### src/rtl/writeback_queue.sv
// Dual-pipe writeback queue: one circular FIFO per exec pipe feeding the
// register unit. Heads pop into registered outputs every cycle; when both
// heads target the same register, pipe A goes first and pipe B waits a cycle.
module writeback_queue #(
    parameter int DEPTH = 4
) (
    input  logic                   clock_i,
    input  logic                   reset_i,
    input  logic                   wbA_i,
    input  logic [4:0]             wbAddrA_i,
    input  logic [15:0]            wbValA_i,
    input  logic [1:0]             operationStatusA_i,
    input  logic                   wbB_i,
    input  logic [4:0]             wbAddrB_i,
    input  logic [15:0]            wbValB_i,
    input  logic [1:0]             operationStatusB_i,
    input  logic                   flushBack_i,
    output logic                   wbA_o,
    output logic [4:0]             wbAddrA_o,
    output logic [15:0]            wbValA_o,
    output logic [1:0]             operationStatusA_o,
    output logic                   wbB_o,
    output logic [4:0]             wbAddrB_o,
    output logic [15:0]            wbValB_o,
    output logic [1:0]             operationStatusB_o,
    output logic                   fullA_o,
    output logic                   fullB_o,
    output logic [$clog2(DEPTH):0] countA_o,
    output logic [$clog2(DEPTH):0] countB_o,
    output logic                   overflow_o
);

    localparam int AW = $clog2(DEPTH);
    localparam int CW = AW + 1;
    localparam logic [CW-1:0] FULL_CNT = CW'(DEPTH);

    typedef struct packed {
        logic [4:0]  addr;
        logic [15:0] val;
        logic [1:0]  status;
    } entry_t;

    entry_t        mem_a [DEPTH];
    entry_t        mem_b [DEPTH];
    logic [AW-1:0] rd_ptr_a, wr_ptr_a, rd_ptr_b, wr_ptr_b;
    logic [CW-1:0] count_a, count_b, count_a_next, count_b_next;
    entry_t        head_a, head_b, in_a, in_b;
    logic          valid_a, valid_b;
    logic          pop_a, pop_b, push_a, push_b, drop_a, drop_b;

    assign in_a   = '{addr: wbAddrA_i, val: wbValA_i, status: operationStatusA_i};
    assign in_b   = '{addr: wbAddrB_i, val: wbValB_i, status: operationStatusB_i};
    assign head_a = mem_a[rd_ptr_a];
    assign head_b = mem_b[rd_ptr_b];

    assign countA_o = count_a;
    assign countB_o = count_b;

    // Pop/push decisions and next occupancy; all derived from registered
    // state plus this cycle's requests, so nothing reaches the outputs
    // without passing through a flop.
    always_comb begin
        valid_a = (count_a != '0);
        valid_b = (count_b != '0);
        pop_a   = valid_a;
        // B yields to A when both heads would write the same register.
        pop_b   = valid_b && !(valid_a && (head_a.addr == head_b.addr));
        // A full FIFO still accepts a push when its head leaves on this edge.
        push_a  = wbA_i && ((count_a != FULL_CNT) || pop_a);
        push_b  = wbB_i && ((count_b != FULL_CNT) || pop_b);
        drop_a  = wbA_i && !push_a;
        drop_b  = wbB_i && !push_b;

        count_a_next = count_a;
        if (push_a && !pop_a) begin
            count_a_next = count_a + CW'(1);
        end else if (!push_a && pop_a) begin
            count_a_next = count_a - CW'(1);
        end

        count_b_next = count_b;
        if (push_b && !pop_b) begin
            count_b_next = count_b + CW'(1);
        end else if (!push_b && pop_b) begin
            count_b_next = count_b - CW'(1);
        end
    end

    // Entry storage; no reset needed since occupancy gates every read.
    always_ff @(posedge clock_i) begin
        if (!reset_i && !flushBack_i) begin
            if (push_a) begin
                mem_a[wr_ptr_a] <= in_a;
            end
            if (push_b) begin
                mem_b[wr_ptr_b] <= in_b;
            end
        end
    end

    // Pointers, occupancy and full flags; flush empties both pipes at once.
    always_ff @(posedge clock_i or posedge reset_i) begin
        if (reset_i) begin
            rd_ptr_a <= '0;
            wr_ptr_a <= '0;
            rd_ptr_b <= '0;
            wr_ptr_b <= '0;
            count_a  <= '0;
            count_b  <= '0;
            fullA_o  <= 1'b0;
            fullB_o  <= 1'b0;
        end else if (flushBack_i) begin
            rd_ptr_a <= '0;
            wr_ptr_a <= '0;
            rd_ptr_b <= '0;
            wr_ptr_b <= '0;
            count_a  <= '0;
            count_b  <= '0;
            fullA_o  <= 1'b0;
            fullB_o  <= 1'b0;
        end else begin
            if (push_a) begin
                wr_ptr_a <= wr_ptr_a + AW'(1);
            end
            if (pop_a) begin
                rd_ptr_a <= rd_ptr_a + AW'(1);
            end
            if (push_b) begin
                wr_ptr_b <= wr_ptr_b + AW'(1);
            end
            if (pop_b) begin
                rd_ptr_b <= rd_ptr_b + AW'(1);
            end
            count_a <= count_a_next;
            count_b <= count_b_next;
            fullA_o <= (count_a_next == FULL_CNT);
            fullB_o <= (count_b_next == FULL_CNT);
        end
    end

    // Register-unit write port: strobe on pop, payload holds when idle.
    always_ff @(posedge clock_i or posedge reset_i) begin
        if (reset_i) begin
            wbA_o              <= 1'b0;
            wbAddrA_o          <= '0;
            wbValA_o           <= '0;
            operationStatusA_o <= '0;
            wbB_o              <= 1'b0;
            wbAddrB_o          <= '0;
            wbValB_o           <= '0;
            operationStatusB_o <= '0;
        end else if (flushBack_i) begin
            wbA_o <= 1'b0;
            wbB_o <= 1'b0;
        end else begin
            wbA_o <= pop_a;
            if (pop_a) begin
                wbAddrA_o          <= head_a.addr;
                wbValA_o           <= head_a.val;
                operationStatusA_o <= head_a.status;
            end
            wbB_o <= pop_b;
            if (pop_b) begin
                wbAddrB_o          <= head_b.addr;
                wbValB_o           <= head_b.val;
                operationStatusB_o <= head_b.status;
            end
        end
    end

    // Sticky drop indicator; a flushed push is discarded, not dropped.
    always_ff @(posedge clock_i or posedge reset_i) begin
        if (reset_i) begin
            overflow_o <= 1'b0;
        end else if (!flushBack_i && (drop_a || drop_b)) begin
            overflow_o <= 1'b1;
        end
    end

endmodule

### config.mk
export PLATFORM = sky130hd
export DESIGN_NAME = writeback_queue
export DESIGN_NICKNAME = d
export VERILOG_FILES = /design/src/rtl/writeback_queue.sv
export SDC_FILE = /design/constraint.sdc
export NUM_CORES = 1
export LEC_CHECK = 0
export ABC_AREA = 0
export ABC_CLOCK_PERIOD_IN_PS = 8750
export CORE_ASPECT_RATIO = 0.9
export CORE_MARGIN = 1
export CORE_UTILIZATION = 60
export CTS_BUF_LIST = sky130_fd_sc_hd__clkbuf_4 sky130_fd_sc_hd__clkbuf_8 sky130_fd_sc_hd__clkbuf_16
export CTS_CLUSTER_SIZE = 20
export DETAILED_ROUTE_END_ITERATION = 16
export GPL_TIMING_DRIVEN = 0
export PLACE_DENSITY = 0.87
export SYNTH_ARGS = -nofsm -noshare
export SYNTH_HDL_FRONTEND = slang
export SYNTH_SLANG_ARGS = --single-unit
### constraint.sdc
create_clock -name clock_i -period 8.75 [get_ports clock_i]
set_clock_uncertainty 0.05 [all_clocks]
set_input_delay 1.75 -clock clock_i [delete_from_list [all_inputs] [get_ports clock_i]]
set_output_delay 1.75 -clock clock_i [all_outputs]
set_load 0.005 [all_outputs]
**After elaboration in Yosys (flattened, before gate mapping)**

Memories as Yosys holds them, arrays and structs flattened.
Index checks and enable logic that the tools add are counted.

- Add/subtract/negate cells: 8
- Equal/unequal tests: 5
- Multiplexer cells: 24
- Bitwise gates (word level): 1
- Reductions and logical operators: 30

Operators with widths:

| kind | number |
|---|---|
| 3-bit 2-to-1 mux | 6 |
| 2-bit 2-to-1 mux | 8 |
| 1-bit logical AND | 12 |
| 1-bit 2-to-1 mux | 10 |
| 2-bit by 1-bit adder with 2-bit output, second input constant | 4 |
| 2-bit nonzero test | 4 |
| 1-bit logical NOT | 7 |
| 3-bit by 1-bit adder with 3-bit output, second input constant | 2 |
| 3-bit == test, second input constant | 2 |
| 3-bit inequality test, second input constant | 2 |
| 3-bit nonzero test | 2 |
| 3-bit by 1-bit subtractor with 3-bit output, second input constant | 2 |
| 5-bit == test | 1 |
| 2-bit AND reduction | 2 |
| 1-bit logical OR | 3 |
| 1-bit inverter | 1 |

- Register bits after elaboration: 65
- RAM bits: 184
- Input port bits: 51
- Memories: 2

Memory list:

| memory | depth | width | rd ports | clocked after memory_dff | write ports | line | source |
|---|---|---|---|---|---|---|---|
| mem_a | 4 | 23 | 1 | 0 | 1 | 43 | `entry_t mem_a [DEPTH];` |
| mem_b | 4 | 23 | 1 | 0 | 1 | 44 | `entry_t mem_b [DEPTH];` |

**Longest topological paths before layout**

Gate-level depths: netlist of the first run.
An unclocked memory read counts as a cell.

- Depth after elaboration: 13
- Mapped depth: 9
- Depth with buffers taken out: 8

**Worst setup path before layout of the first run**

No wires, ideal clock.

- Kind: input to register
- Start: input flushBack_i
- End: memory mem_b[0][0] (netlist name), enable pin
- Setup time: 0.403 ns
- Data arrival time: 3.352 ns
- Required time: 8.297 ns
- Setup slack: 4.945 ns
- Stages on the path: 3
- Buffers on the path: 1
- Path through: clkbuf_1 or3_1 nor2_1

- Longest elaborated chain between the ends: 4

Ends and longest elaborated chain:

| what | line | source |
|---|---|---|
| from (decl) | 17 | `input logic flushBack_i,` |
| 1-bit logical NOT | 91 | `if (!reset_i && !flushBack_i) begin` |
| 1-bit logical AND | 91 |  |
| 1-bit 2-to-1 mux | 91 |  |
| 1-bit 2-to-1 mux (implied by the code) | 96 | `mem_b[wr_ptr_b] <= in_b;` |
| to (decl) | 44 |  |

No other way between the ends.

**Worst setup path in the final report of the first run**

- Start: input wbB_i
- End: memory mem_b[0][10] (netlist name), enable pin

- Longest elaborated chain between the ends: 4

Ends and longest elaborated chain:

| what | line | source |
|---|---|---|
| from (decl) | 13 | `input logic wbB_i,` |
| 1-bit logical AND | 70 | `push_b = wbB_i && ((count_b != FULL_CNT) \|\| pop_b);` |
| 1-bit 2-to-1 mux | 95 | `if (push_b) begin` |
| 1-bit 2-to-1 mux | 91 |  |
| 1-bit 2-to-1 mux (implied by the code) | 96 |  |

No other way between the ends.

==> results_dict.tcl, run 1 <==
set metrics [dict create \
    status "completed" \
    placed_area_sq_mm 0.0111 \
    finalSetupTns_ns 0 \
    syn_area_per_cell_sq_um 20.2 \
    grt_pass1_wl_mm 28.5 \
    yosysWarnings 0 \
    synth_mux_area_share_pct 17.1 \
    power_w 0.00361 \
    dr.pass1.iters 6 \
    fin_nets 682 \
    io_pins 108 \
    finalCritPeriodShare_pct 43.2 \
    start_kind "input pin" \
    fmax_ghz 0.264 \
    path_max_fanout 12 \
    r2r_cells 8 \
    clk_latency_ns 0.51 \
    final_util_pct 76.0 \
    crit_required_ns 8.91 \
    worstSetupEndpointType "register" \
    die_w_microns 136 \
    grt_start_max_net_pins 66 \
    overflow 0 \
    worstMarginPinSlew_ns 1.36 \
    synthAdderAreaFrac_pct 1.81 \
    drc_errors 0 \
    cts.sink_count 249 \
    max_slew_margin_pct 9.52 \
    antenna_cells 0 \
    synth_top_area_cell "edfxtp_1" \
    dp_hpwl_mm 11.8 \
    worstSetupPathType "in -> reg" \
    final_max_slew_viol_count 0 \
    numPlacedInstances 792 \
    min_period_ns 3.78 \
    syn-num-nets 545 \
    gp_congestion 0.812 \
    multi_input_area_sq_mm 0.00237 \
    drv_cap 0 \
    rows 43 \
    clk_pin_slew_ns 0.06 \
    core_area_sq_mm 0.0156 \
    via_per_inst 5.82 \
    p_per_area_mw_per_mm2 305 \
    synth_seq_area_share_pct 73.9 \
    final_layout_size_suffix_gt1_share_pct 23.1 \
    antenna_found_initial 0 \
    setup_viol 0 \
    routed_wl_mm 18.3 \
    yosys.area.top_type_share_pct 57.1 \
    synth-compound-area-share_pct 1.75 \
    holdCritPathClass "reg -> reg" \
    num-fill-cells 880 \
    ctsResizeCount 0 \
    syn_to_final_growth_pct 22.5 \
    synth_seq_cells 249 \
    htree_levels 1 \
    dieArea_sq_mm 0.0166 \
    finalNonFillerCells 837 \
    die_h_microns 122 \
    holdPathStages 1 \
    synthXorXnorAreaFrac_pct 1.18 \
    ff_latch_area_sq_mm 0.00715 \
    synth_area_sq_mm 0.00967 \
    root_buffer "clkbuf_16" \
    critical_path_arrival_ns 3.95 \
    ant_nets 0 \
    cts_tree "yes" \
    portBuffers 106 \
    cts_buffer_depth 3 \
    synth_area_leaders "edfxtp_1 57%, dfrtp_1 17%, mux4_2 11%" \
    netlist_instances 480 \
    wl_per_cell_microns 21.9 \
    synth_top_family_by_area "multiplexers" \
    rsz0062_at_grt "no" \
    ir_drop_v 0.000234 \
    numCtsBuffers 25 \
    drt_iter0_markers 334 \
    initial_utilization_pct 62.0 \
    p_leak_nw 4.18 \
    grtUsageTotal_pct 23.3 \
    hold_viol_final 0 \
    final_area_sq_mm 0.0119 \
    synth_cell_types 46 \
    vias 4875 \
    synth-simple-area-share_pct 2.53 \
    first_global_vias 5237 \
    post_cts_buffers 0 \
    cts_hold_buf 0 \
]
-- power by group --
part           switching [W]  internal (W)
combinational       0.000435      0.000632
clock               0.000420      0.000600
sequential         0.0000993       0.00143
-- state kept, by name, summed over array words and instances (netlist names) --
signal and cells:
rd_ptr_a 2, mem_a 92, overflow_o 1, countB_o 3, wbA_o 1, wbValB_o 16, fullA_o 1, mem_b 92
operationStatusB_o 2, wbAddrA_o 5, wr_ptr_b 2, wr_ptr_a 2, wbAddrB_o 5, fullB_o 1, operationStatusA_o 2, wbB_o 1
countA_o 3, rd_ptr_b 2, wbValA_o 16
-- cells in the mapped netlist (all sizes together) --
cell type	number
nand2	8
o41ai	1
clkbuf	8
nand4	1
o31ai	2
nor2	19
a211oi	1
dfrtp	65
or3	1
and4	1
xnor2	11
o21a	1
buf	10
nor3	3
nor4	1
a2bb2oi	1
a21oi	4
a31oi	1
nand3	1
a22oi	1
mux2i	3
mux2	46
a31o	1
a211o	1
nor2b	3
edfxtp	184
or4	1
nor3b	1
mux4	46
ha	14
and3	4
a311oi	1
a2111oi	1
or4b	1
inv	19
a21boi	1
and2	2
o21ai	6
xor2	2
nand2b	2
-- path summary, 6_finish.rpt --
kind | startpoint | endpoint | slack (ns)
max in group asynchronous | reset_i | wbValA_o[8] | 6.22
hold / removal | overflow_o | overflow_o | 0.43
min in group asynchronous | reset_i | fullB_o | 1.85
setup / recovery | wbB_i | mem_b[0][10] | 4.97
hold reg to reg | overflow_o | overflow_o | 0.43
setup reg to reg | rd_ptr_a[0] | mem_b[0][10] | 5.23
-- critical path, stage by stage --
cell	delay (ns)
clkdlybuf4s50_1	0.63
o31ai_2	0.17
or3_1	0.45
nor2_2	0.67
buf_8	0.26
-- area by class of cell --
class / count / share of cell area [%]
Buffer: 18 / 0.781
Clock buffer: 30 / 5.59
Clock inverter: 15 / 1.11
Inverter: 19 / 0.623
Multi-Input combinational cell: 194 / 20.0
Sequential cell: 249 / 60.3
Tap cell: 202 / 2.13
Timing Repair Buffer: 110 / 9.46
-- through the flow --
stage | hold WS (ns) | setup slack, ns
finish | 0.430 | 4.97
global route | 0.454 | 4.82
detailed placement | 0.417 | 4.44
floorplan | 0.413 | 4.95
CTS | 0.431 | 4.98
global placement | 0.415 | 3.62
-- cell families after synthesis --
logic type / after synthesis
flops: 249
mux: 95
simple gates: 49
buf+inv: 37
compound gates: 23
fa+ha+maj: 14
xor+xnor: 13
-- cell usage in the layout, fill, tap and decap left out, types with 8 or more instances in the layout --
master / n
mux4_2: 46
mux2_4: 19
clkbuf_16: 25
xnor2_1: 11
mux2_2: 23
dfrtp_1: 65
clkdlybuf4s50_1: 106
clkbuf_1: 8
edfxtp_1: 184
nand2_1: 8
ha_1: 14
nor2_1: 15
inv_1: 18
-- routing by layer --
| metal | GRT usage [%] | vias up | part of all wire [%] |
|---|---|---|---|
| li1 | - | 2155 | - |
| met2 | 38.4 | 156 | 50 |
| met3 | 3.92 | 43 | 4.6 |
| met4 | 7.85 | 0 | 3.0 |
| met5 | 0 | - | 0 |
| met1 | 32.0 | 2521 | 42 |
(Power assumes the default switching activity.)
==> run 2: changes to the inputs <==
--- a/config.mk
+++ b/config.mk
@@ -6,15 +6,15 @@
 export NUM_CORES = 1
 export LEC_CHECK = 0
 export ABC_AREA = 0
-export ABC_CLOCK_PERIOD_IN_PS = 8750
+export ABC_CLOCK_PERIOD_IN_PS = 3900
 export CORE_ASPECT_RATIO = 0.9
 export CORE_MARGIN = 1
-export CORE_UTILIZATION = 60
+export CORE_UTILIZATION = 56
 export CTS_BUF_LIST = sky130_fd_sc_hd__clkbuf_4 sky130_fd_sc_hd__clkbuf_8 sky130_fd_sc_hd__clkbuf_16
 export CTS_CLUSTER_SIZE = 20
 export DETAILED_ROUTE_END_ITERATION = 16
 export GPL_TIMING_DRIVEN = 0
-export PLACE_DENSITY = 0.87
+export PLACE_DENSITY = 0.82
 export SYNTH_ARGS = -nofsm -noshare
 export SYNTH_HDL_FRONTEND = slang
 export SYNTH_SLANG_ARGS = --single-unit
==> constraint.sdc (replaced) <==
create_clock -name clock_i -period 3.9 [get_ports clock_i]
set_clock_uncertainty 0.05 [all_clocks]
set_input_delay 0.78 -clock clock_i [delete_from_list [all_inputs] [get_ports clock_i]]
set_output_delay 0.78 -clock clock_i [all_outputs]
set_load 0.005 [all_outputs]
==> run 2 against run 1 <==
Utilization is 5.5 points lower. Worst setup slack worse by 4.5 ns. Via count decreased by 0.90%. Design area grew 0.42%. Largest cell class unchanged.
==> results_dict.tcl, run 2 (synthesis results as in run 1) <==
set metrics [dict create \
    hold_viol_final 0 \
    reg_top3 "mem_a: 92 flops, mem_b: 92 flops" \
    worstMarginPinSlew_ns 1.28 \
    setup_viol 0 \
    ff2ff_setup_slack_ns 0.51 \
    rows 45 \
    finalCritPeriodShare_pct 87.0 \
    fmax_ghz 0.295 \
    clk_pin_slew_ns 0.06 \
    worstSetupEndpointType "register" \
    ctsResizeCount 0 \
    cts_buffer_depth 3 \
    grtUsageTotal_pct 21.6 \
    min_period_ns 3.39 \
    path_max_fanout 13 \
    via_per_inst 5.70 \
    core_area_sq_mm 0.0169 \
    holdPathStages 1 \
    routed_wl_mm 18.1 \
    hold_slack_ns 0.455 \
    dr.pass1.iters 4 \
    numCtsBuffers 25 \
    antenna_cells 0 \
    max_slew_margin_pct 14.8 \
    timing.final.ws_setup_ns 0.507 \
    critical_path_arrival_ns 3.57 \
    die_w_microns 141 \
    r2r_start "rd_ptr_a[0]" \
    initial_utilization_pct 57.3 \
    crit_required_ns 4.07 \
    start_kind "register" \
    drv_cap 0 \
    finalSetupTns_ns 0 \
    drt_iter0_markers 304 \
    ant_nets 0 \
    hp-start "wbValA_o[2]" \
    die_h_microns 127 \
    final_common_cell "edfxtp_1" \
    overflow 0 \
    rsz0062_at_grt "no" \
    whs_endpoint "wbValA_o[2]" \
    r2r_cells 8 \
    gp_congestion 0.786 \
    grt_start_max_net_pins 66 \
    htree_levels 1 \
    grt_pass1_wl_mm 28.7 \
    cts_tree "yes" \
    root_buffer "clkbuf_16" \
    final_max_slew_viol_count 0 \
    layout_common_cells "184 x edfxtp_1, 106 x clkdlybuf4s50_1, 65 x dfrtp_1" \
    status "completed" \
    worstSetupPathType "reg -> reg" \
    clk_latency_ns 0.52 \
    power_w 0.00822 \
    ir_drop_v 0.000493 \
    first_global_vias 5204 \
    cts_hold_buf 0 \
    final_layout_size_suffix_gt1_share_pct 23.4 \
    reg2reg_to "mem_b[1][5]" \
    cts.sink_count 249 \
    p_leak_nw 4.20 \
    vias 4831 \
    holdCritPathClass "reg -> reg" \
    io_pins 108 \
    drc_errors 0 \
    p_per_area_mw_per_mm2 690 \
    dp_hpwl_mm 11.4 \
    dieArea_sq_mm 0.0178 \
    antenna_found_initial 0 \
    portBuffers 106 \
    fin_nets 682 \
    syn_to_final_growth_pct 23.1 \
    place_worst_setup_slack_ns 0.476 \
    wl_per_cell_microns 21.4 \
    post_cts_buffers 0 \
]
run 2: cell count changes in the layout (fill, tap and decap cells not counted):
cell | previous run | this run
clkinv_1 | 4 | 3
clkinv_2 | 5 | 3
bufinv_16 | 2 | 3
clkbuf_4 | 5 | 8
run 2: power by group:
part	internal, W	total (W)	switching (W)	leakage (nW)
Sequential	0.00320	0.00342	0.000226	2.45
Combinational	0.00142	0.00238	0.000964	1.34
Clock	0.00144	0.00241	0.000969	0.409
Total	0.00606	0.00822	0.00216	4.20
run 2: through the flow:
stage / instances / instance area (sq um) / util [%]
after floorplan: 480 / 9670 / -
after global placement: 797 / 11000 / 65.1
after detailed placement: 801 / 11100 / 65.5
after CTS: 847 / 11900 / 70.5
after global routing: 847 / 11900 / 70.5
final: 847 / 11900 / 70.5
run 2: worst max path at each step:
stage                           start            to  slack [ns]  cells past startpoint
after detailed placement  rd_ptr_a[0]  mem_b[1][11]        0.48                      8
after global routing      rd_ptr_a[0]   mem_b[1][5]        0.30                      8
after floorplan           rd_ptr_a[0]   mem_b[0][0]        0.57                      7
after CTS                 rd_ptr_a[0]   mem_b[1][5]        0.47                      8
after global placement    rd_ptr_a[0]   mem_b[1][8]       -0.44                      7
final                     rd_ptr_a[0]   mem_b[1][5]        0.51                      8
run 2: cell type report:
| class | count | area (sq um) |
|---|---|---|
| plain buffers | 18 | 92.6 |
| clock buffers | 33 | 686 |
| clock inverters | 13 | 148 |
| fillers | 1014 | 4990 |
| inverters | 19 | 73.8 |
| multi-input cells | 194 | 2370 |
| flip-flops and latches | 249 | 7150 |
| well taps | 211 | 264 |
| repair buffers | 110 | 1120 |
run 2: per-layer routing:
layer	vias up	wire length [microns]	part of all wire (%)	global-route usage [%]
li1	2153	-	-	-
met2	116	9140	51	36.3
met3	36	794	4.4	3.85
met4	0	459	2.5	6.27
met5	-	0	0	0
met1	2526	7690	43	29.5
run 2: worst max-delay path, cell delays in order (launching register included):
cell	delay, ns
dfrtp_1	0.32
buf_2	0.23
mux4_2	0.57
xnor2_1	0.18
nand4_1	0.29
o31ai_2	0.17
or3_1	0.43
nor2_2	0.60
buf_8	0.25
